[config.mk]
export PLATFORM = sky130hd
export DESIGN_NAME = rat_intr_ctrl
export DESIGN_NICKNAME = d
export VERILOG_FILES = /design/src/rtl/rat_intr_ctrl.sv
export SDC_FILE = /design/constraint.sdc
export NUM_CORES = 1
export LEC_CHECK = 0
export BUFFER_PORTS_ARGS = -buffer_cell sky130_fd_sc_hd__buf_2
export CAP_MARGIN = 20
export CORE_UTILIZATION = 41
export CTS_CLUSTER_DIAMETER = 100
export DETAILED_ROUTE_END_ITERATION = 8
export PLACE_DENSITY_LB_ADDON = 0.12
export SYNTH_ARGS = -nofsm -noshare
export SYNTH_HDL_FRONTEND = slang
export SYNTH_SLANG_ARGS = --single-unit
[constraint.sdc]
create_clock -name clk -period 1.44 [get_ports clk]
set_input_delay 0.144 -clock clk [delete_from_list [all_inputs] [get_ports clk]]
set_output_delay 0.144 -clock clk [all_outputs]
set_load 0.1 [all_outputs]
[src/rtl/rat_intr_ctrl.sv]
// Interrupt source controller for the RAT CU _INT_ input: edge-detected pending, mask, fixed priority, EOI handshake.
// Optional source-ID read port enabled by defining INTC_ID_READ_EN.
module rat_intr_ctrl #(
    parameter int         N_SRC     = 4,
    parameter logic [7:0] MASK_PORT = 8'hF0,
    parameter logic [7:0] CLR_PORT  = 8'hF1,
    parameter logic [7:0] ID_PORT   = 8'hF2
) (
    input  logic             clk,
    input  logic             RESET,
    input  logic [N_SRC-1:0] IRQ,
    input  logic             INT_ACK,
    input  logic             IO_STRB,
    input  logic [7:0]       PORT_ID,
    input  logic [7:0]       OUT_PORT,
    output logic             INT,
    output logic [N_SRC-1:0] PENDING,
    output logic [2:0]       CUR_ID,
    output logic [7:0]       IN_DATA
);

    typedef enum logic [1:0] {IDLE, REQ, SVC} state_t;

    // Lowest set index wins; returns 0 when nothing is set.
    function automatic logic [2:0] f_lowest(input logic [N_SRC-1:0] v);
        f_lowest = 3'd0;
        for (int i = N_SRC - 1; i >= 0; i--)
            if (v[i]) f_lowest = 3'(i);
    endfunction

    state_t           r_state;
    logic             r_int;
    logic [N_SRC-1:0] r_prev_irq;
    logic [N_SRC-1:0] r_pending;
    logic [N_SRC-1:0] r_mask;
    logic [2:0]       r_cur_id;

    logic [N_SRC-1:0] w_rise;
    logic [N_SRC-1:0] w_elig;
    logic [N_SRC-1:0] w_clr;
    logic [2:0]       w_win;
    logic             w_any;
    logic             w_take;
    logic             w_mask_wr;
    logic             w_eoi;

    assign w_rise    = IRQ & ~r_prev_irq;
    assign w_elig    = r_pending & r_mask;
    assign w_any     = |w_elig;
    assign w_win     = f_lowest(w_elig);
    assign w_take    = (r_state == REQ) && INT_ACK && w_any;
    assign w_clr     = w_take ? (N_SRC'(1) << w_win) : '0;
    assign w_mask_wr = IO_STRB && (PORT_ID == MASK_PORT);
    assign w_eoi     = IO_STRB && (PORT_ID == CLR_PORT);

    // A rise in the same cycle as the acknowledge clear keeps the bit set.
    always_ff @(posedge clk) begin
        r_prev_irq <= IRQ;
        if (RESET) begin
            r_pending <= '0;
            r_mask    <= '0;
            r_cur_id  <= 3'd0;
        end else begin
            r_pending <= (r_pending & ~w_clr) | w_rise;
            if (w_mask_wr) r_mask <= OUT_PORT[N_SRC-1:0];
            if (w_take)    r_cur_id <= w_win;
        end
    end

    always_ff @(posedge clk) begin
        if (RESET) begin
            r_state <= IDLE;
            r_int   <= 1'b0;
        end else begin
            case (r_state)
                IDLE: if (w_any) begin
                    r_state <= REQ;
                    r_int   <= 1'b1;
                end
                REQ: if (INT_ACK) begin
                    r_state <= SVC;
                    r_int   <= 1'b0;
                end else if (!w_any) begin
                    r_state <= IDLE;
                    r_int   <= 1'b0;
                end
                SVC: if (w_eoi) begin
                    r_state <= IDLE;
                    r_int   <= 1'b0;
                end
                default: begin
                    r_state <= IDLE;
                    r_int   <= 1'b0;
                end
            endcase
        end
    end

    assign INT     = r_int;
    assign PENDING = r_pending;
    assign CUR_ID  = r_cur_id;

`ifdef INTC_ID_READ_EN
    assign IN_DATA = (PORT_ID == ID_PORT) ? {4'b0, |r_pending, r_cur_id} : 8'h00;
    logic w_unused;
    assign w_unused = &{1'b0, OUT_PORT};
`else
    assign IN_DATA = 8'h00;
    logic w_unused;
    assign w_unused = &{1'b0, OUT_PORT, ID_PORT};
`endif

endmodule

### Word level (Yosys, flattened, before mapping)

Cells that the tools add are included.

* input port bits: 24
* logic and storage cells: 42
* output and inout bits: 16
* bits in registers: 18

* muxes and demuxes: 15
* equality and inequality tests: 7
* shift-type cells: 1
* bitwise gates (word level): 6
* reduce and logical (&&, ||, !) cells: 7

Operator list (count)
* 8-bit == test, second input constant: 2
* 4-bit bitwise AND: 3
* 2-bit 2-to-1 mux: 6
* 4-bit inverter: 2
* 3-bit 2-to-1 mux: 2
* 2-bit case mux with 3 select lines: 1
* 1-bit logical AND: 4
* 1-bit 2-to-1 mux: 4
* 4-bit 2-to-1 mux: 1
* 2-bit != test, second input constant: 2
* 4-bit bitwise OR: 1
* 4-bit OR reduction: 1
* 1-bit by 3-bit left shift with 4-bit output, first input constant: 1
* 3-bit != test, second input constant: 1
* 1-bit case mux with 3 select lines: 1
* 3-bit AND reduction: 1
* 2-bit by 1-bit == test with 1-bit output, second input constant: 1
* 2-bit == test, second input constant: 1
* 2-bit zero test: 1

### Longest topological paths before layout

* depth after elaboration: 10
* depth in mapped cells: 4
* mapped depth without buffers: 4

### Least setup slack after synthesis

No wires, ideal clock.

* path kind: flip-flop to flip-flop
* from: register r_state[0]
* to: register r_cur_id[0] (netlist: CUR_ID[0])
* buffers on the path: 0
* library setup time: 71 ps
* arrival time: 1847 ps
* required time: 1369 ps
* slack: -478 ps
* cell stages (with the launch flop): 5
* clock period less this slack: 1918 ps
* cells stage by stage: dfxtp_1 and3b_1 o21ai_0 a211o_1 a21oi_1

* longest elaborated chain between the ends: 3

Ends and longest elaborated chain
* start, declared: line 31 `state_t r_state;`
* start signal, assigned: line 72 `r_state <= IDLE;`
* start signal, assigned: line 77 `r_state <= REQ;`
* start signal, assigned: line 81 `r_state <= SVC;`
* 2-bit by 1-bit == test with 1-bit output: line 51 `assign w_take = (r_state == REQ) && INT_ACK && w_any;`
* 1-bit logical AND (2 in series): line 51
* end signal, assigned: line 66 `if (w_take) r_cur_id <= w_win;`
* end, declared: line 36 `logic [2:0] r_cur_id;`

No other way between the ends.
A chain may end at the register's enable or synchronous reset.

### Worst setup path after layout

* from: register r_pending[1] (netlist: PENDING[1])
* to: register r_pending[1] (netlist: PENDING[1])

* longest elaborated chain between the ends: 8
* elaborated cells between the ends (all ways): 10
* classes of those cells: 1 x shift; 3 x mux; 4 x bitwise; 2 x reduce/logical

Ends and longest elaborated chain
* start, declared: line 34 `logic [N_SRC-1:0] r_pending;`
* start signal, assigned: line 64 `r_pending <= (r_pending & ~w_clr) | w_rise;`
* 4-bit bitwise AND: line 48 `assign w_elig = r_pending & r_mask;`
* 3-bit 2-to-1 mux (2 in series): line 28 `if (v[i]) f_lowest = 3'(i);`
* 1-bit by 3-bit left shift with 4-bit output: line 52 `assign w_clr = w_take ? (N_SRC'(1) << w_win) : '0;`
* 4-bit 2-to-1 mux: line 52
* 4-bit inverter: line 64
* 4-bit bitwise AND *: line 64
* 4-bit bitwise OR *: line 64

Every way passes the cells marked *; elsewhere a longest branch is shown, timed or not.

==> impl_metrics.csv <==
group,metric,value,unit
run_status,status,"finished clean",
route,via_per_inst,5.02,
global_route,grt_pass1_vias,532,
critical_path,startpoint_type,"flip-flop",
critical_path,reg2regPathDepth,4,
global_route,grt_first_pass_wirelength,2.17,mm
cts,cts_made_buffers,3,
sta,drv_slew,0,
cts,htreeDepth,1,
logic_synthesis,ys_seq_area_share,46.2,%
cts,cts_tree,"done",
place,hpwl,1.03,mm
global_route,gr-usage-met2,25.7,%
route,firstDrtPassIters,4,
cts,cts_setup_buffers,0,
sta,setup_viol,0,
cts,path_clk_slew,0.10,ns
cells_and_area,area_growth,30.1,%
route,routed_wl,1.41,mm
hold_path,min_from,"INT_ACK",
sta,fin_crit,1.29,ns
logic_synthesis,synth_async_sr_flop_share,0,%
global_route,met1_usage,19.5,%
critical_path,startpoint,"PENDING[1]",
global_route,grt_use_total,16.1,%
critical_path,required,1.64,ns
sta,final_hold_viol_count,0,
critical_path,worstSetupPathType,"flip-flop to flip-flop",
sta,whs,0.0617,ns
logic_synthesis,yosysTopAreaCellShare,46.2,%
route,wire_per_inst,11.4,um
critical_path,arrival,1.50,ns
sta,finClkSkew,0.00849,ns
logic_synthesis,yosys.area.top_type,"dfxtp_1",
critical_path,end_kind,"flip-flop",
floorplan,pin_count,40,
hold_path,whs_path_depth,2,
global_route,grt_overflow,0,
logic_synthesis,synth_area,693,um^2
route,ant_nets,0,
sta,rsz0062_at_grt,"false",
logic_synthesis,ys.flop_type,"dfxtp_1",
logic_synthesis,synth.most_common_cell,"dfxtp_1",
global_route,grt_max_degree,13,
cts,clkSinkCount,16,
power_and_ir_drop,p_per_area,1040,mW/mm^2
logic_synthesis,syn_avg_cell_area,9.50,um^2
floorplan,initial_utilization,45.0,%
logic_synthesis,ys_top_cells_by_area,"dfxtp_1, buf_4, mux2i_1",
logic_synthesis,ys_top_cells_by_count,"dfxtp_1, buf_4, nor2_1",
critical_path,reg2reg_to,"PENDING[1]",
sta,period_share,89.7,%
sta,fmax,0.774,GHz
cts,clock_path_buffers,2,
floorplan,dieHeight,43.1,um
cells_and_area,layout-drive-gt1-share,35.5,%
global_route,antenna_found_initial,0,
place,port-buffer-count,26,
floorplan,die_x,43.1,um
cells_and_area,antenna_cells,0,
place,gp_congestion,0.749,
critical_path,crit_fanout,4,
hold_path,worstHoldEndpoint,"r_state[0]",
floorplan,dieArea,0.00186,mm^2
power_and_ir_drop,p_leak,0.000392,uW
critical_path,reg2reg_from,"PENDING[1]",
job,cap_violations,0,
cts,root_buffer,"clkbuf_4",
route,via_count,617,
logic_synthesis,netlist_instances,73,
route,drc,0,
hold_path,hold_path_class,"input port to flip-flop",
power_and_ir_drop,ir_drop,0.000687,V
logic_synthesis,synthDistinctLibCells,24,
floorplan,fp-row-count,14,
cts,clk_latency,0.29,ns
logic_synthesis,synth_edf_count,0,
logic_synthesis,ys_seq_elements,16,
critical_path,r2r_slack,0.15,ns
global_route,busiest_layer,"met2",
global_route,grtUsageMet3,3.83,%
cells_and_area,layout.nets,132,
logic_synthesis,yosysWarnings,0,
sta,fin_tns_setup,0,ns
power_and_ir_drop,total_power,934,uW
route,drtIter0Drc,24,
floorplan,core_area,0.00154,mm^2
[layout make-up]
cell class | count | area [um^2]
Fill cell | 147 | 639
Sequential cell | 16 | 339
Clock buffer | 4 | 26.3
Multi-Input combinational cell | 52 | 320
Timing Repair Buffer | 32 | 185
Tap cell | 16 | 20.0
Inverter | 3 | 11.3
[repair_timing]
item	4_1_cts	5_1_grt
endpoints found under the setup margin	0	0
resized for setup	0	0
hold buffers	4	0
endpoints found under the hold margin	4	0
[worst max path at each step]
stage / slack (ns) / cells past startpoint / endpoint
finish: 0.15 / 4 / PENDING[1]
global route: 0.003 / 4 / PENDING[1]
CTS: 0.14 / 4 / PENDING[1]
detailed placement: -0.02 / 5 / r_mask[0]
global placement: -0.01 / 5 / r_mask[0]
floorplan: 0.04 / 4 / CUR_ID[0]
[logic make-up (layout without fill, tap and decap cells)]
logic type / Yosys count / count (layout) / synth area share (%)
DFF: 16 / 16 / 46.2
other: 1 / 9 / 0.541
AOI/OAI and AO/OA: 18 / 18 / 17.9
and+or+nand+nor: 21 / 21 / 17.7
buffers and inverters: 13 / 39 / 11.9
muxes: 4 / 4 / 5.78
[metal layers]
metal	part of all wire, %	vias up
met2	46	27
met1	45	274
li1	-	309
met4	3.0	0
met5	0	-
met3	6.0	7
[power by group]
group          total (uW)  switching [uW]  leakage, uW  internal, uW
Sequential            462            9.98     0.000135           452
Combinational         223             183     0.000242          40.3
Clock                 249             142    0.0000150           108
Total                 934             334     0.000392           600
[registers in the layout, summed over array words and instances, names as in the netlist]
name and cells:
r_mask 4, r_prev_irq 4, r_state 2, PENDING 4, CUR_ID 2
[cells in the final DEF, fill, tap and decap left out, types with 2 or more instances in the layout]
cell / count
nand2_1: 4
nor2b_1: 2
nor2_1: 8
conb_1: 9
dlygate4sd3_1: 4
o31ai_1: 2
a22o_1: 2
mux2i_1: 4
a21oi_1: 7
nand2b_1: 2
buf_2: 26
a311oi_1: 2
inv_1: 3
clkbuf_4: 3
dfxtp_4: 5
dfxtp_1: 11
buf_4: 2
[stage by stage]
step / cell area [um^2] / setup WS, ns / cells / utilization (%)
6_report: 902 / 0.148 / 123 / 58.5
2_1_floorplan: 742 / 0.0437 / 81 / -
3_5_place_dp: 836 / -0.0221 / 115 / 54.2
3_3_place_gp: 836 / -0.0100 / 115 / 54.2
4_1_cts: 902 / 0.138 / 123 / 58.5
5_1_grt: 902 / 0.00319 / 123 / 58.5
[critical path: stages (launching register included)]
cell and delay [ns]:
dfxtp_4 0.37, a22o_1 0.25, o21ai_0 0.29, inv_1 0.08, a311oi_1 0.23
Note: power is estimated with default switching activity, not from simulation.
